`config.mk`:
```
export PLATFORM = sky130hd
export DESIGN_NAME = multicycle_ctrl
export DESIGN_NICKNAME = d
export VERILOG_FILES = /design/src/rtl/multicycle_ctrl.sv
export SDC_FILE = /design/constraint.sdc
export NUM_CORES = 1
export LEC_CHECK = 0
export ABC_AREA = 1
export CORE_UTILIZATION = 50
export CTS_BUF_LIST = sky130_fd_sc_hd__clkbuf_4
export DETAILED_ROUTE_END_ITERATION = 7
export PLACE_DENSITY = 0.75
export SLEW_MARGIN = 20
export SYNTH_ARGS = -nofsm -noshare
export SYNTH_HDL_FRONTEND = slang
export SYNTH_SLANG_ARGS = --single-unit
```
`constraint.sdc`:
```
create_clock -name CLK -period 4.2 [get_ports CLK]
set_input_delay 0.42 -clock CLK [delete_from_list [all_inputs] [get_ports CLK]]
set_output_delay 0.42 -clock CLK [all_outputs]
set_load 0.02 [all_outputs]
```
`src/rtl/multicycle_ctrl.sv`:
```
// Multi-cycle IF/ID/EX/MEM/WB sequencer for the RV32I core.
// Stage strobes, write gating, memory-ready timeout and retire counter.
module multicycle_ctrl #(
  parameter int CNT_W       = 32,
  parameter int MEM_TIMEOUT = 16
) (
  input  logic             CLK,
  input  logic             RST,
  input  logic             I_MEM_RDY,
  input  logic             D_MEM_RDY,
  input  logic             sigOP,
  input  logic             sigOpIMM,
  input  logic             sigJAL,
  input  logic             sigJALR,
  input  logic             sigBRANCH,
  input  logic             sigLOAD,
  input  logic             sigSTORE,
  input  logic             sigLUI,
  input  logic             sigAUIPC,
  input  logic             HALT_REQ,
  output logic             isIF,
  output logic             isID,
  output logic             isEX,
  output logic             isMEM,
  output logic             isWB,
  output logic             I_MEM_REQ,
  output logic             IR_WE,
  output logic             PC_WE,
  output logic             D_MEM_REQ,
  output logic             D_MEM_WE,
  output logic             RF_WE_EN,
  output logic             ILLEGAL,
  output logic             HALTED,
  output logic             MEM_ERR,
  output logic [CNT_W-1:0] NUM_INST
);

  typedef enum logic [2:0] {
    S_IF, S_ID, S_EX, S_MEM, S_WB, S_HALT
  } state_t;

  typedef enum logic [3:0] {
    C_NONE, C_JAL, C_JALR, C_BRANCH, C_LOAD,
    C_STORE, C_OP, C_OPIMM, C_LUI, C_AUIPC
  } cls_t;

  localparam logic [7:0] TO_LAST = 8'(MEM_TIMEOUT - 1);

  state_t           state;
  state_t           state_n;
  cls_t             cls_q;
  cls_t             id_cls;
  logic [7:0]       tcnt;
  logic             halted_q;
  logic             mem_err_q;
  logic [CNT_W-1:0] num_q;
  logic             run;
  logic             wait_st;
  logic             rdy;
  logic             timeout;

  always_comb begin
    id_cls = C_NONE;
    priority case (1'b1)
      sigJAL:    id_cls = C_JAL;
      sigJALR:   id_cls = C_JALR;
      sigBRANCH: id_cls = C_BRANCH;
      sigLOAD:   id_cls = C_LOAD;
      sigSTORE:  id_cls = C_STORE;
      sigOP:     id_cls = C_OP;
      sigOpIMM:  id_cls = C_OPIMM;
      sigLUI:    id_cls = C_LUI;
      sigAUIPC:  id_cls = C_AUIPC;
      default:   id_cls = C_NONE;
    endcase
  end

  assign rdy     = (state == S_IF) ? I_MEM_RDY : D_MEM_RDY;
  assign wait_st = (state == S_IF) || (state == S_MEM);
  // a ready in the last allowed cycle still completes the access
  assign timeout = wait_st && !rdy && (tcnt == TO_LAST);

  always_comb begin
    state_n = state;
    unique case (state)
      S_IF: begin
        if (I_MEM_RDY)    state_n = S_ID;
        else if (timeout) state_n = S_HALT;
      end
      S_ID: begin
        if (HALT_REQ)              state_n = S_HALT;
        else if (id_cls == C_NONE) state_n = S_IF;
        else                       state_n = S_EX;
      end
      S_EX: begin
        if (cls_q == C_BRANCH)     state_n = S_IF;
        else if (cls_q == C_LOAD ||
                 cls_q == C_STORE) state_n = S_MEM;
        else                       state_n = S_WB;
      end
      S_MEM: begin
        if (D_MEM_RDY)
          state_n = (cls_q == C_STORE) ? S_IF : S_WB;
        else if (timeout)
          state_n = S_HALT;
      end
      S_WB:    state_n = S_IF;
      S_HALT:  state_n = S_HALT;
      default: state_n = S_IF;
    endcase
  end

  assign run       = !RST;
  assign isIF      = run && (state == S_IF);
  assign isID      = run && (state == S_ID);
  assign isEX      = run && (state == S_EX);
  assign isMEM     = run && (state == S_MEM);
  assign isWB      = run && (state == S_WB);
  assign I_MEM_REQ = isIF;
  assign IR_WE     = isIF && I_MEM_RDY;
  assign D_MEM_REQ = isMEM;
  assign D_MEM_WE  = isMEM && (cls_q == C_STORE);
  assign RF_WE_EN  = isWB;
  assign ILLEGAL   = isID && !HALT_REQ &&
                     (id_cls == C_NONE);
  assign PC_WE     = ILLEGAL
                   | (isEX && cls_q == C_BRANCH)
                   | (D_MEM_WE && D_MEM_RDY)
                   | isWB;
  assign HALTED    = halted_q;
  assign MEM_ERR   = mem_err_q;
  assign NUM_INST  = num_q;

  always_ff @(posedge CLK) begin
    if (RST) begin
      state     <= S_IF;
      cls_q     <= C_NONE;
      tcnt      <= '0;
      halted_q  <= 1'b0;
      mem_err_q <= 1'b0;
      num_q     <= '0;
    end else begin
      state <= state_n;
      if (state == S_ID) cls_q <= id_cls;
      if (state_n != state) tcnt <= '0;
      else if (wait_st)     tcnt <= tcnt + 8'd1;
      if (PC_WE)            num_q <= num_q + 1'b1;
      if (timeout)          mem_err_q <= 1'b1;
      if (state_n == S_HALT) halted_q <= 1'b1;
    end
  end

endmodule

```
Yosys cells after proc, flatten, opt, wreduce, memory -nomap -nowiden
Cells that the tools add are included.

storage, ports and cells
  bits in registers = 49
  bits in latches = 0
  RAM bits = 0
  ROM bits = 0
  bits of input ports = 14
  output and inout port bits = 46
  word-level logic and storage cells = 62
  memories = 0

operators by class
  $add $sub $neg = 2
  multiply operators = 0
  div/mod/pow operators = 0
  $lt $le $gt $ge = 0
  equality and inequality tests = 11
  shifts and indexed selects = 0
  muxes and demuxes = 19
  bitwise operators = 3
  reductions and logical operators = 21

operator list
  operator                                                                count
  4-bit two-way mux                                                       9
  32-bit by 1-bit adder with 32-bit output (second input constant)        1
  3-bit two-way mux                                                       7
  3-bit case mux with 5 select lines                                      1
  1-bit logical AND                                                       13
  3-bit equality test (second input constant)                             3
  8-bit by 1-bit adder with 8-bit output (second input constant)          1
  4-bit by 3-bit equality test with 1-bit output (second input constant)  2
  8-bit by 4-bit equality test with 1-bit output (second input constant)  1
  3-bit by 2-bit equality test with 1-bit output (second input constant)  2
  4-bit by 2-bit equality test with 1-bit output (second input constant)  1
  4-bit logical NOT                                                       1
  3-bit by 1-bit equality test with 1-bit output (second input constant)  1
  1-bit logical NOT                                                       3
  3-bit logical NOT                                                       1
  3-bit inequality test                                                   1
  1-bit bitwise OR                                                        3
  1-bit logical OR                                                        2
  2-bit two-way mux                                                       1
  2-bit OR reduction                                                      1
  1-bit two-way mux                                                       1

Logic depth before layout (Yosys ltp)
Gate-level depths: netlist (run 1).

  depth in word-level cells = 15
  mapped depth = 13
  mapped depth without buffers = 13

Worst setup path after synthesis (run 1)
OpenSTA, ideal clock, no wires.

  kind = register to output
  from = register state[2]
  to = output port PC_WE
  arrival time = 1.610 ns
  data required time = 3.780 ns
  setup slack = 2.170 ns
  cell stages (with the launch flop) = 7
  buffers on the path = 1
  cells stage by stage = dfxtp_1 -> inv_2 -> nor3_1 -> a21oi_1 -> a21boi_4 -> nand2_4 -> buf_6

between the ends
  elaborated cells between the ends (all ways) = 16
  classes of those cells = eq/ne: 4; bitwise: 3; reduce/logical: 9

RTL lines
  what                    RTL line  source
  start, declared         49        state_t state;
  start signal, assigned  143       state <= state_n;
  3-bit equality test     118       assign isWB = run && (state == S_WB);
  1-bit logical AND       118
  net RF_WE_EN            31        output logic RF_WE_EN,
  1-bit bitwise OR        129       | isWB;
  end, declared           28        output logic PC_WE,

The timed path passes the listed nets, and every way through them passes these cells.

Worst setup path in the final report (run 1)
  from = input port sigLUI
  to = output port PC_WE

between the ends
  cells in the longest elaborated chain, start to end = 13

RTL lines
  what                            RTL line  source
  start, declared                 18        input logic sigLUI,
  4-bit two-way mux (8 in a row)  64        priority case (1'b1)
  4-bit logical NOT               125       (id_cls == C_NONE);
  1-bit logical AND               124       assign ILLEGAL = isID && !HALT_REQ &&
  1-bit bitwise OR                127       | (isEX && cls_q == C_BRANCH)
  1-bit bitwise OR                128       | (D_MEM_WE && D_MEM_RDY)
  1-bit bitwise OR                129

No other way between the ends.

==> run metrics, run 1 <==
outcome finished, final reports clean; final setup vio count 0; commonest non-fill, non-tap cell in the layout nand2_1; final worst-path cycle share 0.766; final core utilization 0.652; initial DRC count between 200 and 250; vias in the first global route ~3,000; ys flop type dfxtp_1; R2R Path Start state[0]$_SDFF_PP0_; worst setup margin approximately 0.98 ns; clk sinks 49; Worst Path Class, Setup in -> out; Leak roughly 0.0014 µW; Psw roughly 270 µW; worst-path fanout max 34; total vias in the final route 3,156; worst-margin pin slew around 0.57 ns; RR Endpoint NUM_INST[29]$_SDFFE_PP0P_; reg2reg path depth 9; fmax 311 MHz; H-tree depth 2; Synth Instances ~460; IO Pins 60; Initial Util 0.532; die span in y 79.7 µm; Min Clock Period, post-route between 3 and 4 ns; GRT Residual Overflow 0; CTS max path bufs 2; number of synthesized flops with an enable pin 0; Die Area 6350 µm²; hold path endpoint MEM_ERR$_SDFFE_PP0P_; Detailed Route WL 7510 µm; Worst-path clk slew 0.15 ns; Hold Path Class reg -> reg; initial antenna violation count 0; layout cells sized above 1 0.0470; first-pass GRT wire length about 13,000 µm; nets roughly 530; async set-reset flop share out of synthesis 0; Req. time, crit path about 3.8 ns; routability congestion estimate between 0.8 and 0.9; Clock Tree Root clkbuf_4; Worst-Skew Late Latency 0.37 ns; Clock Skews 0.0156 ns; Worst EP arrival between 2 and 3 ns; internal power roughly 670 µW; slowest stage delay, CP 0.67 ns; DP HPWL roughly 5600 µm; Hold Fails Final Rpt 0; gr usage total 0.255; First-pass DRT Iterations 4; # Post-CTS Setup Buffers 0; ANT cells 0; CP max stage cell clkdlybuf4s50_1; Die W between 70 and 80 µm; slack of the worst reg-to-reg path 2.15 ns; worst hold path startpoint MEM_ERR$_SDFFE_PP0P_; commonest non-fill, non-tap cells in the layout nand2_1, clkdlybuf4s50_1, nor2_1, dfxtp_1, nand3_1; Startpoint Class input pin; MaxCap Viol Count 0; RSZ-0062 raised after global routing no; Unique masters post-synth 31; Clock power frac 0.304; worst hold path depth 2; port buffer count 59; Mapped Avg Cell Area roughly 6.6 µm²; Syn-to-layout area delta 22.7%; Yosys reg bits a little under 50; CP dominant cell by count clkdlybuf4s50_1; register area share after synthesis 0.325; Warnings, synthesis 0; DRC 0; CTS tree yes; Filler cells about 560; Setup TNS 0 ns; Cell Chain, Critical Path clkdlybuf4s50_1 > or2_2 > o21ai_0 > nand2_1 > inv_1 > nand4_2 > buf_4 > nand2_4 > clkdlybuf4s50_1; Power Dens Cells around 250 nW/µm²; Logic pwr share 0.165; critical path endpoint category primary output; Wirelength per Cell 12.9 µm; syn_nets ~470; Mapped Area 3020 µm²; hold_buf cts 0; Slew HR 0.618; Seq pwr share 0.531; number of vias per cell approximately 5.4; core footprint approximately 5700 µm²; worst slack, placed about 0.97 ns; Sw Ratio 0.285; ANT nets after route 0; maximum VDD drop ~180 µV; fin. max-slew vios 0; number of CTS-inserted buffers 5; PostCTS Resize Cnt 0; Site Rows 27; largest net degree at the start of global routing 42
## kinds of logic (layout without fill, tap and decap cells)
family,after synthesis,after routing,synth area share
buf+inv,52,106,0.0788
fa+ha+maj,2,2,0.00829
simple gates,270,270,0.401
compound gates,51,51,0.0908
xor+xnor,32,32,0.0929
mux,1,1,0.00332
flops,49,49,0.325
## sequential cells by signal, summed over array words and instances (netlist names)
signal and count:
NUM_INST 32, tcnt 8, cls_q 4, state 3, HALTED 1, MEM_ERR 1
## final cells by class
class / instances / area [µm²] / share of cell area
multi-input cells: 356 / 1800 / 0.486
flip-flops and latches: 49 / 981 / 0.265
repair buffers: 62 / 613 / 0.166
inverters: 36 / 135 / 0.0365
well taps: 72 / 90.1 / 0.0243
clock inverters: 3 / 46.3 / 0.0125
clock buffers: 5 / 37.5 / 0.0101
## power by group through the flow
| stage | combinational [µW] | clock (µW) | sequential (µW) |
|---|---|---|---|
| after floorplan | 107 | 0 | 503 |
| after global placement | 152 | 0 | 504 |
| after detailed placement | 155 | 0 | 504 |
| after CTS | 155 | 293 | 494 |
| after global routing | 175 | 310 | 497 |
| final | 154 | 283 | 495 |
## per-layer routing
layer / part of all wire / wire, µm / vias to the layer above / global-route usage
met2: 0.50 / 3760 / 92 / 0.456
met4: 0.011 / 84 / 0 / 0.0727
met1: 0.44 / 3300 / 1458 / 0.312
met5: 0 / 0 / - / 0
li1: - / - / 1598 / -
met3: 0.048 / 363 / 8 / 0.0411
## cell usage after synthesis, types with 2 or more instances
cell / count / area share
nand2_1: 119 / 0.15
nor2_1: 56 / 0.070
dfxtp_1: 49 / 0.33
nand3_1: 49 / 0.081
a21oi_1: 42 / 0.070
inv_1: 33 / 0.041
xor2_1: 19 / 0.055
nor3_1: 16 / 0.027
xnor2_1: 13 / 0.038
nand4_1: 12 / 0.025
nand3b_1: 7 / 0.017
o21ai_0: 6 / 0.010
buf_2: 4 / 0.0066
buf_4: 4 / 0.010
clkbuf_1: 4 / 0.0050
buf_6: 3 / 0.011
inv_2: 3 / 0.0037
ha_1: 2 / 0.0083
nor2_2: 2 / 0.0041
nor3b_1: 2 / 0.0050
or2_2: 2 / 0.0041
## per-stage QoR
stage                     total power [µW]  std cells  hold WS [ns]  cell area, µm²
after detailed placement               659        575         0.467            3620
final                                  932        583         0.477            3700
after global routing                   981        583         0.496            3700
after CTS                              943        583         0.485            3700
after floorplan                        610        457         0.495            3020
after global placement                 656        575         0.448            3620
## worst max-delay path by stage
stage | startpoint | endpoint | slack, ns | cells past startpoint
after floorplan | state[2]$_SDFF_PP0_ | PC_WE | 2.17 | 6
after global placement | sigLUI | PC_WE | 0.99 | 9
after detailed placement | sigLUI | PC_WE | 0.97 | 9
after CTS | sigLUI | PC_WE | 0.97 | 9
after global routing | state[0]$_SDFF_PP0_ | PC_WE | 0.81 | 8
final | sigLUI | PC_WE | 0.98 | 9
## worst max-delay path: cells and delay by family
kind            cells  cell delay (ns)
compound gates      1             0.16
simple gates        4             0.79
buf+inv             4             1.41
(Power assumes the default switching activity.)
==> inputs of run 2 (changes only) <==
- clock period: 4.2 -> 3.2 ns (I/O delays scaled with it)
==> run metrics, run 2 (same netlist as run 1, synthesis figures left out) <==
Worst-path clk slew 0.15 ns (about the same); # Post-CTS Setup Buffers 0 (unchanged); CP max stage cell clkdlybuf4s50_1 (unchanged); worst-path fanout max 9 (was 34); Sw Ratio 0.270 (was 0.285); slowest stage delay, CP 0.61 ns (was 0.67 ns); number of CTS-inserted buffers 5 (unchanged); largest net degree at the start of global routing 39 (was 42); Req. time, crit path 2.88 ns (was 3.78 ns); Seq pwr share 0.498 (was 0.531); Power Dens Cells 350 nW/µm² (was 252 nW/µm²); first-pass GRT wire length 12,800 µm (was 13,100 µm); die span in y 79.7 µm (unchanged); critical path endpoint category primary output (unchanged); H-tree depth 2 (unchanged); Filler cells 566 (was 559); Logic pwr share 0.158 (was 0.165); Multi-input gate area 1800 µm² (unchanged); reg2reg path depth 7 (was 9); Worst Path Class, Setup reg -> out (was in -> out); Startpoint Class register (was input pin); Cell Chain, Critical Path nand2_1 > nor2_4 > nand2_1 > nor2_2 > nand4_2 > inv_1 > clkdlybuf4s50_1 (was clkdlybuf4s50_1 > or2_2 > o21ai_0 > nand2_1 > inv_1 > nand4_2 > buf_4 > nand2_4 > clkdlybuf4s50_1); GRT Residual Overflow 0 (unchanged); DRC 0 (unchanged); Detailed Route WL 7620 µm (was 7510 µm); vias in the first global route 2,801 (was 2,993); hold_buf cts 0 (unchanged); Wirelength per Cell 13.0 µm (was 12.9 µm); RSZ-0062 raised after global routing no (unchanged); Min Clock Period, post-route roughly 2.6 ns; DP HPWL 5620 µm (was 5580 µm); ANT cells 0 (unchanged); core footprint 5680 µm² (unchanged); max reg flops 32 (unchanged); fin. max-slew vios 0 (unchanged); Worst EP arrival 2.30 ns (was 2.80 ns); CTS tree yes (unchanged); initial antenna violation count 0 (unchanged); routability congestion estimate 0.887 (was 0.888); Reg area 981 µm² (unchanged); fmax ~380 MHz; Final Instance Area 3730 µm² (was 3700 µm²); MaxCap Viol Count 0 (unchanged); CTS max path bufs 2 (unchanged); ANT nets after route 0 (unchanged); outcome finished, final reports clean (unchanged); internal power 952 µW (was 666 µW); PostCTS Resize Cnt 0 (unchanged); initial DRC count 186 (was 202); Clock Skews 0.0122 ns (was 0.0156 ns); Psw 352 µW (was 266 µW); maximum VDD drop 249 µV (was 185 µV); commonest non-fill, non-tap cell in the layout nand2_1 (unchanged); worst-margin pin slew 0.575 ns (was 0.569 ns); First-pass DRT Iterations 6 (was 4); layout cells sized above 1 0.0488 (was 0.0470); Die W 79.7 µm (unchanged); final setup vio count 0 (unchanged); Hold Path Class reg -> reg (unchanged); slack of the worst reg-to-reg path 1.23 ns (was 2.15 ns); Hold Fails Final Rpt 0 (unchanged); Clock Tree Root clkbuf_4 (unchanged); Worst-Skew Late Latency 0.37 ns (about the same); Leak 0.00142 µW (was 0.00140 µW); final worst-path cycle share 0.819; Die Area 6350 µm² (unchanged); RR Endpoint NUM_INST[30]$_SDFFE_PP0P_ (was NUM_INST[29]$_SDFFE_PP0P_); Slew HR 0.614 (was 0.618); R2R Path Start NUM_INST[0]$_SDFFE_PP0P_ (was state[0]$_SDFF_PP0_); number of vias per cell 5.36 (was 5.41); Worst Setup EP ILLEGAL (was PC_WE); critical path startpoint state[0]$_SDFF_PP0_ (was sigLUI); total vias in the final route 3,133 (was 3,156); nets 527 (was 526); IO Pins 60 (unchanged); port buffer count 59 (unchanged); Clock power frac 0.344 (was 0.304); Site Rows 27 (unchanged); Syn-to-layout area delta 23.6% (was 22.7%); commonest non-fill, non-tap cells in the layout nand2_1, clkdlybuf4s50_1, nor2_1, dfxtp_1, nand3_1 (unchanged); Hold WS 0.466 ns (was 0.477 ns); clk sinks 49 (unchanged); Initial Util 0.532 (unchanged); Setup TNS 0 ns (unchanged); gr usage total 0.255 (about the same); placed inst area 3620 µm² (about the same); Power Total 1300 µW (was 932 µW); CP dominant cell by count nand2_1 (was clkdlybuf4s50_1)
-- run 2: cell types whose count changed in the layout (fill, tap and decap cells not counted) --
cell | previous run | this run
clkinv_2 | 0 | 1
bufinv_16 | 1 | 2
buf_4 | 3 | 4
clkinv_4 | 1 | 0
clkinvlp_4 | 1 | 0
-- run 2: final cells by class --
class	instances	share of cell area
clock buffers	5	0.0101
clock inverters	3	0.0175
inverters	36	0.0363
multi-input cells	356	0.482
flip-flops and latches	49	0.263
well taps	72	0.0242
repair buffers	63	0.166
-- run 2: how the worst min path moves through the flow --
| stage | endpoint | depth (start not counted) | startpoint | slack (ns) |
|---|---|---|---|---|
| 2_1_floorplan | tcnt[7]$_SDFFE_PP0P_ | 2 | tcnt[7]$_SDFFE_PP0P_ | 0.50 |
| 3_3_place_gp | MEM_ERR$_SDFFE_PP0P_ | 2 | MEM_ERR$_SDFFE_PP0P_ | 0.44 |
| 3_5_place_dp | MEM_ERR$_SDFFE_PP0P_ | 2 | MEM_ERR$_SDFFE_PP0P_ | 0.45 |
| 4_1_cts | MEM_ERR$_SDFFE_PP0P_ | 2 | MEM_ERR$_SDFFE_PP0P_ | 0.47 |
| 5_1_grt | MEM_ERR$_SDFFE_PP0P_ | 2 | MEM_ERR$_SDFFE_PP0P_ | 0.49 |
| 6_report | MEM_ERR$_SDFFE_PP0P_ | 2 | MEM_ERR$_SDFFE_PP0P_ | 0.47 |
-- run 2: power by group through the flow --
stage | combinational [µW] | clock (µW) | sequential (µW)
2_1_floorplan | 141 | 0 | 660
3_3_place_gp | 204 | 0 | 661
3_5_place_dp | 204 | 0 | 662
4_1_cts | 206 | 453 | 648
5_1_grt | 227 | 474 | 652
6_report | 205 | 449 | 649
-- run 2: per-stage QoR --
| step | cells | utilization | worst slack [ns] |
|---|---|---|---|
| 2_1_floorplan | 457 | - | 1.27 |
| 3_3_place_gp | 576 | 0.639 | 0.705 |
| 3_5_place_dp | 576 | 0.639 | 0.636 |
| 4_1_cts | 584 | 0.657 | 0.568 |
| 5_1_grt | 584 | 0.657 | 0.393 |
| 6_report | 584 | 0.657 | 0.578 |
-- run 2: per-layer routing --
metal | global-route usage | part of all wire
met1 | 0.316 | 0.44
met2 | 0.455 | 0.50
met3 | 0.0434 | 0.053
met4 | 0.0564 | 0.014
met5 | 0 | 0
-- run 2: worst max-delay path, delay by kind of cell (launching register included) --
kind | cells | cell delay, ns
buffers and inverters | 2 | 0.70
DFF | 1 | 0.47
and+or+nand+nor | 5 | 0.76
==> inputs of run 3 (changes only) <==
- CORE_UTILIZATION: 50 -> 48
- clock period: 3.2 -> 2.23 ns (I/O delays scaled with it)
==> run metrics, run 3 (same netlist as run 1, synthesis figures left out) <==
outcome finished, final reports clean (unchanged); worst slack, placed -0.0818 ns (was 0.636 ns); first-pass GRT wire length 12,200 µm (was 12,800 µm); Site Rows 28 (was 27); Cell Chain, Critical Path inv_2 > nand3_1 > nor2_1 > buf_4 > clkdlybuf4s50_1 (was nand2_1 > nor2_4 > nand2_1 > nor2_2 > nand4_2 > inv_1 > clkdlybuf4s50_1); slack of the worst reg-to-reg path 0.27 ns (was 1.23 ns); worst-margin pin slew 0.475 ns (was 0.575 ns); First-pass DRT Iterations 4 (was 6); Initial Util 0.504 (was 0.532); # placed instances 587 (was 576); Worst-Skew Late Latency 0.38 ns (was 0.37 ns); Setup TNS 0 ns (unchanged); number of vias per cell 5.27 (was 5.36); Req. time, crit path 2.01 ns (was 2.88 ns); final setup vio count 0 (unchanged); slowest stage delay, CP 0.59 ns (was 0.61 ns); Worst EP arrival 1.91 ns (was 2.30 ns); IO Pins 60 (unchanged); Slew HR 0.681 (was 0.614); reg2reg path depth 9 (was 7); maximum VDD drop 274 µV (was 249 µV); hold path endpoint MEM_ERR$_SDFFE_PP0P_ (unchanged); Hold Path Class reg -> reg (unchanged); Filler cells 576 (was 566); fin. max-slew vios 0 (unchanged); DP HPWL 5600 µm (was 5620 µm); Die Area 6610 µm² (was 6350 µm²); Syn-to-layout area delta 25.1% (was 23.6%); max reg flops 32 (unchanged); Die W 81.3 µm (was 79.7 µm); initial antenna violation count 0 (unchanged); commonest non-fill, non-tap cells in the layout nand2_1, nor2_1, clkdlybuf4s50_1, nand3_1, dfxtp_1 (was nand2_1, clkdlybuf4s50_1, nor2_1, dfxtp_1, nand3_1); CP Depth 5 (was 7); crit path buf inv count 3 (was 2); RR Endpoint NUM_INST[26]$_SDFFE_PP0P_ (was NUM_INST[30]$_SDFFE_PP0P_); Clock Skews 0.0170 ns (was 0.0122 ns); layout cells sized above 1 0.0673 (was 0.0488); worst-path fanout max 6 (was 9); initial DRC count 145 (was 186); nets 535 (was 527); vias in the first global route 2,828 (was 2,801); GRT Residual Overflow 0 (unchanged); clk sinks 49 (unchanged); commonest non-fill, non-tap cell in the layout nand2_1 (unchanged); gr usage total 0.236 (was 0.255); worst setup margin 0.100 ns (was 0.578 ns); R2R Path Start NUM_INST[0]$_SDFFE_PP0P_ (unchanged); ANT nets after route 0 (unchanged); die span in y 81.3 µm (was 79.7 µm); Clock Tree Root clkbuf_4 (unchanged); worst hold path depth 2 (unchanged); Leak 0.00147 µW (was 0.00142 µW); PostCTS Resize Cnt 4 (was 0); # Post-CTS Setup Buffers 0 (unchanged); MaxCap Viol Count 0 (unchanged); Finished Layout Cells 595 (was 584); number of CTS-inserted buffers 5 (unchanged); RSZ-0062 raised after global routing no (unchanged); routability congestion estimate 0.890 (was 0.887); Detailed Route WL 7300 µm (was 7620 µm); Wirelength per Cell 12.3 µm (was 13.0 µm); total vias in the final route 3,133 (unchanged); critical path endpoint category primary output (unchanged); largest net degree at the start of global routing 34 (was 39); CP max stage cell clkdlybuf4s50_1 (unchanged); hold_buf cts 0 (unchanged); final worst-path cycle share 0.955; CTS tree yes (unchanged); Hold Fails Final Rpt 0 (unchanged); ANT cells 0 (unchanged); CTS max path bufs 2 (unchanged); H-tree depth 2 (unchanged); fmax between 400 and 500 MHz; Power Dens Cells 470 nW/µm² (was 350 nW/µm²); port buffer count 59 (unchanged); core footprint 5990 µm² (was 5680 µm²); DRC 0 (unchanged); Worst Path Class, Setup reg -> out (unchanged); Startpoint Class register (unchanged); Worst-path clk slew 0.15 ns (about the same); Min Clock Period, post-route approximately 2.1 ns; worst hold path startpoint MEM_ERR$_SDFFE_PP0P_ (unchanged); Top delay family on crit path buffers and inverters (was simple AND/OR/NAND/NOR gates)
[run 3: power breakdown]
group,total [µW],internal (µW),switching [µW]
combinational,301,123,178
sequential,933,904,29.6
clock,540,238,302
[run 3: worst max path at each step]
stage                        start  endpoint  slack (ns)
6_report       state[2]$_SDFF_PP0_     isMEM        0.10
5_1_grt        state[2]$_SDFF_PP0_     isMEM       0.007
4_1_cts        state[2]$_SDFF_PP0_      isWB        0.02
2_1_floorplan  state[2]$_SDFF_PP0_     PC_WE        0.40
3_5_place_dp                sigLUI   ILLEGAL       -0.08
3_3_place_gp                sigLUI     PC_WE       -0.07
[run 3: per-layer routing]
metal	track usage	up-vias	wire length, µm
met4	0.0750	0	100
met5	0	-	0
met2	0.437	66	3710
met1	0.273	1435	3240
li1	-	1622	-
met3	0.0371	10	251
[run 3: worst reg2reg max path: cells and delay by family (launching register included)]
family | cells | cell delay (ns)
buf+inv | 1 | 0.11
flops | 1 | 0.48
simple gates | 5 | 0.82
fa+ha+maj | 1 | 0.25
xor+xnor | 1 | 0.15
compound gates | 1 | 0.12
[run 3: through the flow]
step	hold WS, ns	instance area (µm²)	util	power [µW]
after detailed placement	0.450	3690	0.616	1250
after global placement	0.442	3690	0.616	1250
after floorplan	0.418	3020	-	1150
after global routing	0.499	3770	0.630	1860
after CTS	0.468	3770	0.629	1790
final	0.464	3770	0.630	1770
[run 3: cell type report]
type,instances,area [µm²],share of cell area
tap,75,93.8,0.0249
multi-input combinational,356,1800,0.476
inverter,36,135,0.0358
clock buffer,5,37.5,0.00995
sequential,49,983,0.261
timing repair buffer,71,679,0.180
clock inverter,3,46.3,0.0123
